### config.mk
export PLATFORM = sky130hd
export DESIGN_NAME = tft_spi_tx
export DESIGN_NICKNAME = d
export VERILOG_FILES = /design/src/rtl/tft_spi_tx_pkg.sv /design/src/rtl/tft_spi_tick.sv /design/src/rtl/tft_spi_tx.sv
export SDC_FILE = /design/constraint.sdc
export NUM_CORES = 1
export LEC_CHECK = 0
export CELL_PAD_IN_SITES_DETAIL_PLACEMENT = 2
export CELL_PAD_IN_SITES_GLOBAL_PLACEMENT = 2
export CORE_ASPECT_RATIO = 1.2
export CORE_MARGIN = 2
export CORE_UTILIZATION = 38
export CTS_BUF_LIST = sky130_fd_sc_hd__clkbuf_4 sky130_fd_sc_hd__clkbuf_8
export DETAILED_ROUTE_END_ITERATION = 10
export GPL_TIMING_DRIVEN = 0
export PLACE_DENSITY = 0.82
export SETUP_SLACK_MARGIN = 0.3
export SYNTH_ARGS = -nofsm -noshare
export SYNTH_HDL_FRONTEND = slang
export SYNTH_SLANG_ARGS = --single-unit
### constraint.sdc
create_clock -name clk -period 3.1 [get_ports clk]
set_clock_uncertainty 0.1 [all_clocks]
set_input_delay 0.775 -clock clk [delete_from_list [all_inputs] [get_ports clk]]
set_output_delay 0.775 -clock clk [all_outputs]
set_load 0.01 [all_outputs]
### src/rtl/tft_spi_tx_pkg.sv
// Shared definitions for the TFT SPI path: FSM encodings, D/C levels, default divider.
package tft_spi_tx_pkg;

    typedef enum logic [2:0] {
        IDLE  = 3'd0,
        SETUP = 3'd1,
        SHIFT = 3'd2,
        HOLD  = 3'd3,
        DONE  = 3'd4
    } spi_state_t;

    localparam logic TFT_DC_CMD  = 1'b0;
    localparam logic TFT_DC_DATA = 1'b1;

    localparam int unsigned TFT_SPI_DIV = 2;

endpackage

### src/rtl/tft_spi_tick.sv
// Half-period pulse generator: one-cycle half_tick every CLK_DIV enabled cycles.
// Latency: first pulse CLK_DIV cycles after enable; no backpressure, clr restarts the count.
module tft_spi_tick
    import tft_spi_tx_pkg::*;
#(
    parameter int unsigned CLK_DIV = TFT_SPI_DIV
) (
    input  logic clk,
    input  logic clr,
    input  logic en,
    output logic half_tick
);

    localparam logic [7:0] RELOAD = 8'(CLK_DIV - 1);

    logic [7:0] cnt;

    // Held at RELOAD while disabled so every enable window starts a full period.
    always_ff @(posedge clk) begin
        if (clr || !en) begin
            cnt <= RELOAD;
        end else if (cnt == 8'd0) begin
            cnt <= RELOAD;
        end else begin
            cnt <= cnt - 8'd1;
        end
    end

    assign half_tick = en && (cnt == 8'd0);

endmodule

### src/rtl/tft_spi_tx.sv
// SPI mode-0 byte serializer with per-byte chip select; busy high 18*CLK_DIV+1 cycles per byte.
// Transmit pulses arriving while busy are dropped; upstream must wait for busy low.
module tft_spi_tx
    import tft_spi_tx_pkg::*;
#(
    parameter int unsigned CLK_DIV = TFT_SPI_DIV
) (
    input  logic       clk,
    input  logic       rst,
    input  logic [7:0] data,
    input  logic       dc,
    input  logic       transmit,
    output logic       busy,
    output logic       tft_sck,
    output logic       tft_mosi,
    output logic       tft_cs,
    output logic       tft_dc
);

    spi_state_t state_q, state_d;
    logic [7:0] shreg_q, shreg_d;
    logic [2:0] bit_cnt_q, bit_cnt_d;
    logic       sck_d, mosi_d, dc_d, cs_d, busy_d;
    logic       tick_en, half_tick;

    assign tick_en = (state_q == SETUP) || (state_q == SHIFT) || (state_q == HOLD);

    tft_spi_tick #(
        .CLK_DIV (CLK_DIV)
    ) u_tick (
        .clk       (clk),
        .clr       (rst),
        .en        (tick_en),
        .half_tick (half_tick)
    );

    always_comb begin
        state_d   = state_q;
        shreg_d   = shreg_q;
        bit_cnt_d = bit_cnt_q;
        sck_d     = tft_sck;
        mosi_d    = tft_mosi;
        dc_d      = tft_dc;
        case (state_q)
            IDLE: begin
                if (transmit) begin
                    state_d   = SETUP;
                    shreg_d   = data;
                    dc_d      = dc;
                    mosi_d    = data[7];
                    bit_cnt_d = 3'd0;
                end
            end
            SETUP: begin
                if (half_tick) begin
                    state_d = SHIFT;
                end
            end
            SHIFT: begin
                if (half_tick) begin
                    if (!tft_sck) begin
                        sck_d     = 1'b1;
                        bit_cnt_d = bit_cnt_q + 3'd1;
                    end else begin
                        sck_d = 1'b0;
                        // bit_cnt wraps to zero after the 8th rise, marking the last fall.
                        if (bit_cnt_q == 3'd0) begin
                            state_d = HOLD;
                        end else begin
                            shreg_d = shreg_q << 1;
                            mosi_d  = shreg_q[6];
                        end
                    end
                end
            end
            HOLD: begin
                if (half_tick) begin
                    state_d = DONE;
                end
            end
            DONE: begin
                state_d = IDLE;
                mosi_d  = 1'b0;
            end
            default: begin
                state_d = IDLE;
                sck_d   = 1'b0;
                mosi_d  = 1'b0;
            end
        endcase
        busy_d = (state_d != IDLE);
        cs_d   = !((state_d == SETUP) || (state_d == SHIFT) || (state_d == HOLD));
    end

    always_ff @(posedge clk) begin
        if (rst) begin
            state_q   <= IDLE;
            shreg_q   <= 8'd0;
            bit_cnt_q <= 3'd0;
            busy      <= 1'b0;
            tft_sck   <= 1'b0;
            tft_mosi  <= 1'b0;
            tft_cs    <= 1'b1;
            tft_dc    <= 1'b0;
        end else begin
            state_q   <= state_d;
            shreg_q   <= shreg_d;
            bit_cnt_q <= bit_cnt_d;
            busy      <= busy_d;
            tft_sck   <= sck_d;
            tft_mosi  <= mosi_d;
            tft_cs    <= cs_d;
            tft_dc    <= dc_d;
        end
    end

endmodule

Word-level counts from Yosys, hierarchy flattened
Cells that the tools add are included.
{"block": "totals", "regBits": 26, "in_bits": 12, "word_cells": 70}
{"block": "classes", "n_addsub": 2, "eq_ne": 12, "mux": 24, "bitwise_logic": 2, "reduce_logical": 21}
{"operator": "7-bit two-way mux", "count": 4}
{"operator": "3-bit two-way mux", "count": 9}
{"operator": "7-bit one-hot mux with 2 select lines", "count": 1}
{"operator": "3-bit by 2-bit equality test with 1-bit output (second input constant)", "count": 4}
{"operator": "3-bit one-hot mux with 4 select lines", "count": 1}
{"operator": "2-bit inequality test (second input constant)", "count": 5}
{"operator": "5-bit AND reduction", "count": 2}
{"operator": "8-bit logical NOT", "count": 1}
{"operator": "8-bit by 1-bit subtractor with 8-bit output (second input constant)", "count": 1}
{"operator": "3-bit by 1-bit equality test with 1-bit output (second input constant)", "count": 2}
{"operator": "3-bit logical NOT", "count": 2}
{"operator": "1-bit two-way mux", "count": 6}
{"operator": "3-bit one-hot mux with 2 select lines", "count": 1}
{"operator": "1-bit logical OR", "count": 5}
{"operator": "2-bit AND reduction", "count": 2}
{"operator": "4-bit AND reduction", "count": 1}
{"operator": "2-bit OR reduction", "count": 2}
{"operator": "4-bit OR reduction", "count": 1}
{"operator": "3-bit by 1-bit adder with 3-bit output (second input constant)", "count": 1}
{"operator": "3-bit equality test (second input constant)", "count": 1}
{"operator": "1-bit one-hot mux with 3 select lines", "count": 1}
{"operator": "3-bit nonzero test", "count": 1}
{"operator": "1-bit logical NOT", "count": 2}
{"operator": "1-bit inverter", "count": 2}
{"operator": "3 further kinds", "count": 3}

Logic depth before layout (Yosys ltp)
Gate-level depths: netlist of run 1.
{"block": "logic_depth", "word_depth": 10, "ltp_mapped": 7, "mapped_depth_nobuf": 6}

Cells and area by module
From an unflattened synthesis of run 1, not the netlist that was laid out.
{"block": "unflattened", "cells_unflattened": 144, "hier_area_um2": 1368.8}
{"mod": "tft_spi_tx", "n_inst": 1, "cells_per_inst": 102, "area_per_inst_um2": 988.4}
{"mod": "tft_spi_tick", "n_inst": 1, "cells_per_inst": 42, "area_per_inst_um2": 380.4}

Worst setup path after synthesis of run 1
OpenSTA, ideal clock, no wires.
{"block": "synth_timing", "path_type": "input port to flip-flop", "startpoint": "input transmit", "endpoint": "register tft_mosi", "setup_time_ns": 0.075, "arrival_ns": 1.747, "setup_slack_ns": 1.178, "path_stages": 4, "path_buffers": 0, "path_cell_list": "nor2b_1 a31oi_1 or4b_2 o22ai_1"}
{"block": "synth_via", "elab_chain_cells": 2}
{"item": "start: declaration", "line_no": "tft_spi_tx.sv:12", "rtl": "input logic transmit,"}
{"item": "2-bit inequality test (no source line)"}
{"item": "5-bit AND reduction (no source line)"}
{"item": "end signal: assignment", "line_no": "tft_spi_tx.sv:111", "rtl": "tft_mosi <= mosi_d;"}
{"item": "end: declaration", "line_no": "tft_spi_tx.sv:15", "rtl": "output logic tft_mosi,"}
No other way between the ends.
A chain may end at the register's enable or synchronous reset.

Worst setup path in the final report of run 1
{"block": "layout_timing", "startpoint": "input transmit", "endpoint": "register busy"}
{"block": "layout_via", "elab_chain_cells": 3}
{"item": "3-bit two-way mux", "line_no": "tft_spi_tx.sv:46", "rtl": "if (transmit) begin"}
{"item": "3-bit one-hot mux with 4 select lines", "line_no": "tft_spi_tx.sv:44", "rtl": "case (state_q)"}
{"item": "3-bit nonzero test", "line_no": "tft_spi_tx.sv:91", "rtl": "busy_d = (state_d != IDLE);"}
{"item": "end signal: assignment", "line_no": "tft_spi_tx.sv:109", "rtl": "busy <= busy_d;"}
{"item": "end: declaration", "line_no": "tft_spi_tx.sv:13", "rtl": "output logic busy,"}
No other way between the ends.

==> impl_metrics.toml, run 1 <==
[critical_path]
cp.required_ns = 3.21
worstSetupPathType = "in2reg"
end_kind = "register"
cp_max_fo = 10
cp_slowest_stage_delay_ns = 0.56
worst-path-buf-inv = 1
start_kind = "primary input"
r2r_cells = 6
cp_cell_sequence = "clkdlybuf4s50_1, nor4b_4, a41oi_1, a211oi_2, o21bai_1"
path_depth = 5
arrival_ns = 2.50
crit_family = "compound AO/OA/AOI/OAI gates"
slowest_stage = "nor4b_4"

[timing]
finalSetupTns_ns = 0
slew_viol_final = 0
min_period_ns = 2.39
grt_setup_unrepaired = "no"
relSlewSlack = 0.546
setup_viol = 0
hold_violations = 0
fin_hold_ws_ns = 0.387
post-route-period-util = 0.771
max_freq_mhz = 418
tightestPinTransition_ns = 0.681

[floorplan]
initial_core_util = 0.397
coreArea_sq_um = 3340
fp.dieW_um = 57.9
num_rows = 23
io_pins = 17
die_y_um = 68.7
die_area_sq_um = 3980

[logic_synthesis]
synth_xor_area_frac = 0.0397
synth_top_family_by_area = "simple AND/OR/NAND/NOR gates"
synth-simple-area-share = 0.223
synth_top_flop_cell = "dfxtp_1"
syn_area_sq_um = 1330
synthesis.area_per_instance_sq_um = 9.53
synth.distinct_cells = 41
ys_seq_elements = 26
synth_mux_area_frac = 0.0680
ys_seq_area_frac = 0.393
yosysWarnings = 0
async_reset_ff_frac = 0
syn_nets = 155
synthAdderAreaFrac = 0.0378
synth_compound_area_frac = 0.176
synth_edf_count = 0
syn-instance-count = 139

[pwr]
power_leakage_nw = 0.590
ir_drop_mv = 0.265
power_density_nw_per_um2 = 531
power_uw = 851

[cts]
cts_sinks = 26
htreeDepth = 1
cts_hold_buffers = 0
cts_made_buffers = 3
cts_resized = 0
path_clk_slew_ns = 0.09
cts_setup_buffers = 0
clockBufferDepth = 2
clk_latency_ns = 0.27
cts-root-buf = "clkbuf_8"
cts_tree = "yes"

[global_route]
grt_overflow = 0
grt_pass1_vias = 1226
grt_start_max_net_pins = 16
grt_usage = 0.200
antenna_found_initial = 0
grt_pass1_wl_um = 6020

[placed_design]
io_buffers = 16
placed_cells = 192
hpwl_um = 2670
place.gp.congestion = 0.787

[cells_and_area]
drive_gt1_frac = 0.107
post-route-util = 0.480
fill_cells = 381
final_cells = 196
fin_nets = 176
diodes = 0
syn_to_final_growth_pct = 21.0

[routing]
drt_pass1_iterations = 4
vias = 1109
drc = 0
routed_via_density = 5.66
drt-initial-drc-count = 34
totalWireLength_um = 3550
antenna_left = 0
wl_per_cell_um = 18.1

[run]
max_cap_viol_count = 0

[min_path]
holdCritPathClass = "reg2reg"
min_path_cells = 2

[run_status]
run_status = "finished, final reports clean"
## path summary, 6_finish.rpt
| kind | slack [ns] | endpoint | from |
|---|---|---|---|
| min reg2reg | 0.39 | shreg_q[0]$_SDFFE_PP0P_ | shreg_q[0]$_SDFFE_PP0P_ |
| max reg2reg | 1.00 | shreg_q[4]$_SDFFE_PP0P_ | state_q[1]$_SDFF_PP0_ |
| min | 0.39 | shreg_q[0]$_SDFFE_PP0P_ | shreg_q[0]$_SDFFE_PP0P_ |
| max | 0.71 | busy$_SDFF_PP0_ | transmit |
## layer usage
layer / vias to the layer above / global-route usage / routed length, um / share of wire
met3: 7 / 0.0261 / 94 / 0.026
met2: 19 / 0.388 / 1930 / 0.54
met1: 544 / 0.222 / 1470 / 0.41
met5: - / 0 / 0 / 0
li1: 539 / - / - / -
met4: 0 / 0.0698 / 63 / 0.018
## layout make-up
cell class	count	area (sq um)	share of cell area
clock inverter	1	30.0	0.0187
timing repair buffer	16	160	0.0999
buffer	7	61.3	0.0383
tap	37	46.3	0.0289
clock buffer	3	41.3	0.0258
sequential	26	520	0.325
multi-input combinational	100	721	0.450
inverter	6	22.5	0.0141
## per-stage QoR
step                worst slack [ns]  instance area [sq um]
detailed placement             0.393                   1530
global route                   0.570                   1600
global placement               0.481                   1530
finish                         0.710                   1600
floorplan                       1.18                   1330
CTS                            0.673                   1600
## state kept, by name, summed over array words and instances, names as in the netlist, 3 cells and up
| name | count |
|---|---|
| bit_cnt_q | 3 |
| shreg_q | 7 |
| state_q | 3 |
| u_tick.cnt | 8 |
## cells in the mapped netlist (3+ instances only)
cell type,number,area (sq um)
inv_1,6,22.5
o21ai_0,5,25.0
nor2_1,15,56.3
nand2_1,6,22.5
dfxtp_1,26,521
a211oi_1,14,105
a31oi_1,3,18.8
mux2i_1,9,90.1
a21oi_1,5,25.0
xnor2_1,3,26.3
buf_6,3,33.8
xor2_1,3,26.3
ha_1,4,50.1
## cell families after synthesis
| group | Yosys count |
|---|---|
| DFF | 26 |
| AOI/OAI and AO/OA | 34 |
| and+or+nand+nor | 47 |
| buffers and inverters | 13 |
| adders and majority gates | 4 |
| muxes | 9 |
| xor gates and xnor gates | 6 |
## power breakdown
group          leakage [nW]  internal, mW  switching [mW]
Sequential            0.213         0.360          0.0157
Combinational         0.342        0.0885           0.101
Clock                0.0357         0.173           0.112
## worst min-delay path: cells and delay by family (launching register included)
kind,cells,cell delay [ns]
compound gates,1,0.06
flops,1,0.32
simple gates,1,0.06
## layout by cell type, fill, tap and decap left out, types with 3 or more instances in the layout
cell type	instances
nor2_1	15
xnor2_1	3
dfxtp_1	26
buf_6	3
mux2i_1	9
o21ai_0	5
clkbuf_8	3
nand2_1	6
a31oi_1	3
xor2_1	3
inv_1	6
clkdlybuf4s50_1	16
a21oi_1	5
a211oi_1	14
ha_1	4
Note: power is estimated with default switching activity, not from simulation.
==> run 2: changes to the inputs <==
Settings changed: CORE_UTILIZATION 38 to 32, PLACE_DENSITY 0.82 to 0.73.
Clock period 3.1 ns to 1.9 ns, I/O delays scaled along.
==> run 2 against run 1 <==
Against the previous run:
- the run now ends with setup timing left
- worst setup slack got worse by 0.76 ns
- clock power rose by 74%
- final cell count rose by 27%
- die area grew 18%
==> impl_metrics.toml, run 2 (synthesis results as in run 1) <==
[run_status]
run_status = "finished with violations"
violations = "setup timing"

[global_route]
antenna_found_initial = 0
grt_overflow = 0
gr-max-usage-layer = "met2"
met1_usage = 0.266
grt_start_max_net_pins = 16
grt_usage = 0.247
grtUsageMet3 = 0.0348
grt_pass1_wl_um = 8570
grt.met2_usage = 0.485
grt_pass1_vias = 1526

[floorplan]
die_y_um = 74.5
die_area_sq_um = 4670
io_pins = 17
initial_core_util = 0.334
num_rows = 25
coreArea_sq_um = 3970
fp.dieW_um = 62.7

[cts]
cts_sinks = 26
cts_tree = "yes"
htreeDepth = 1
clk_latency_ns = 0.29
cts_made_buffers = 3
path_clk_slew_ns = 0.11
clockBufferDepth = 2
cts-root-buf = "clkbuf_8"

[placed_design]
hpwl_um = 2780
io_buffers = 16
placed_area_sq_um = 1580
place.gp.congestion = 0.748

[cells_and_area]
post-route-util = 0.570
diodes = 0
final_common_cell = "buf_4"
final_cell_mix = "26 x buf_4, 18 x dfxtp_1, 11 x buf_6"
drive_gt1_frac = 0.549
largest_reg_flops = 8
syn_to_final_growth_pct = 70.8
reg_top3 = "u_tick.cnt (8), shreg_q (7)"
fill_cells = 387
design_area_sq_um = 2260
fin_nets = 212
largest_register = "u_tick.cnt"

[critical_path]
r2r_end = "bit_cnt_q[0]$_SDFFE_PP0P_"
cp-startpoint = "state_q[1]$_SDFF_PP0_"
r2r_cells = 6
reg2reg_from = "state_q[1]$_SDFF_PP0_"
cp.required_ns = 2.01
slowest_stage = "o21ai_1"
worstSetupPathType = "reg2reg"
cp_slowest_stage_delay_ns = 0.43
arrival_ns = 2.07
cp_cell_sequence = "buf_6, buf_6, and2b_1, o21ai_1, o21ai_0, a21oi_2"
cp_max_fo = 6
cp_common_cell = "buf_6"
end_kind = "register"
r2r_slack_ns = -0.05
crit_end = "bit_cnt_q[0]$_SDFFE_PP0P_"
start_kind = "register"

[timing]
max_freq_mhz = 512
finalSetupTns_ns = -0.0875
post-route-period-util = 1.03
min_period_ns = 1.95
grt_setup_unrepaired = "yes"
worst_slack_ns = -0.0549
hold_violations = 0
slew_viol_final = 0
relSlewSlack = 0.541
fin_hold_ws_ns = 0.473
setup_viol = 3
tightestPinTransition_ns = 0.688

[pwr]
ir_drop_mv = 0.721
power_leakage_nw = 0.861
power_density_nw_per_um2 = 774

[routing]
wl_per_cell_um = 27.4
drt_pass1_iterations = 4
totalWireLength_um = 6820
drc = 0
drt-initial-drc-count = 53
vias = 1334
antenna_left = 0
routed_via_density = 5.36

[min_path]
holdCritPathClass = "reg2reg"
worstHoldStart = "shreg_q[0]$_SDFFE_PP0P_"
min_path_cells = 2

[run]
max_cap_viol_count = 0
==> run 2: cell types whose count changed in the layout (fill, tap and decap cells not counted), sizes merged <==
cell           delta
dlygate4sd2       +7
clkdlybuf4s50     -7
buf              +36
==> run 2: worst min path at each step <==
stage | endpoint | slack [ns]
after CTS | shreg_q[0]$_SDFFE_PP0P_ | 0.41
after detailed placement | shreg_q[0]$_SDFFE_PP0P_ | 0.39
after global routing | shreg_q[0]$_SDFFE_PP0P_ | 0.49
after floorplan | shreg_q[0]$_SDFFE_PP0P_ | 0.34
after global placement | shreg_q[0]$_SDFFE_PP0P_ | 0.36
final | shreg_q[0]$_SDFFE_PP0P_ | 0.47
==> run 2: layer usage <==
layer,wire length (um),share of wire
met1,2670,0.39
met5,0,0
met4,241,0.035
met3,254,0.037
met2,3650,0.54
==> run 2: final cells by class <==
class / instances / area (sq um) / share of cell area
flip-flops and latches: 26 / 536 / 0.237
inverters: 6 / 22.5 / 0.00995
plain buffers: 7 / 80.1 / 0.0354
clock inverters: 1 / 30.0 / 0.0133
clock buffers: 3 / 41.3 / 0.0182
repair buffers: 52 / 484 / 0.214
well taps: 54 / 67.6 / 0.0299
multi-input cells: 100 / 1000 / 0.443
==> run 2: power breakdown <==
| group | internal (mW) | switching, mW |
|---|---|---|
| Clock | 0.283 | 0.213 |
| Sequential | 0.588 | 0.0436 |
| Combinational | 0.312 | 0.313 |
| Total | 1.18 | 0.569 |
==> run 2: through the flow <==
| step | power (mW) | cells | setup WS [ns] |
|---|---|---|---|
| 2_1_floorplan | 0.836 | 139 | 0.270 |
| 3_3_place_gp | 0.930 | 209 | -0.470 |
| 3_5_place_dp | 0.953 | 209 | -0.492 |
| 4_1_cts | 1.57 | 237 | 0.132 |
| 5_1_grt | 1.80 | 249 | -0.0935 |
| 6_report | 1.75 | 249 | -0.0549 |
==> run 2: timing repair <==
item	CTS	global route
hold endpoints to repair	0	0
hold buffers	0	0
endpoints found under the setup margin	29	26
cloned	1	0
setup buffers	23	12
pin swaps	20	11
gates resized for setup	56	29
==> run 2: worst max-delay path, delay by kind of cell, from the launching register on <==
kind	cells	cell delay, ns
buffers and inverters	2	0.26
and+or+nand+nor	1	0.19
DFF	1	0.34
AOI/OAI and AO/OA	3	0.97
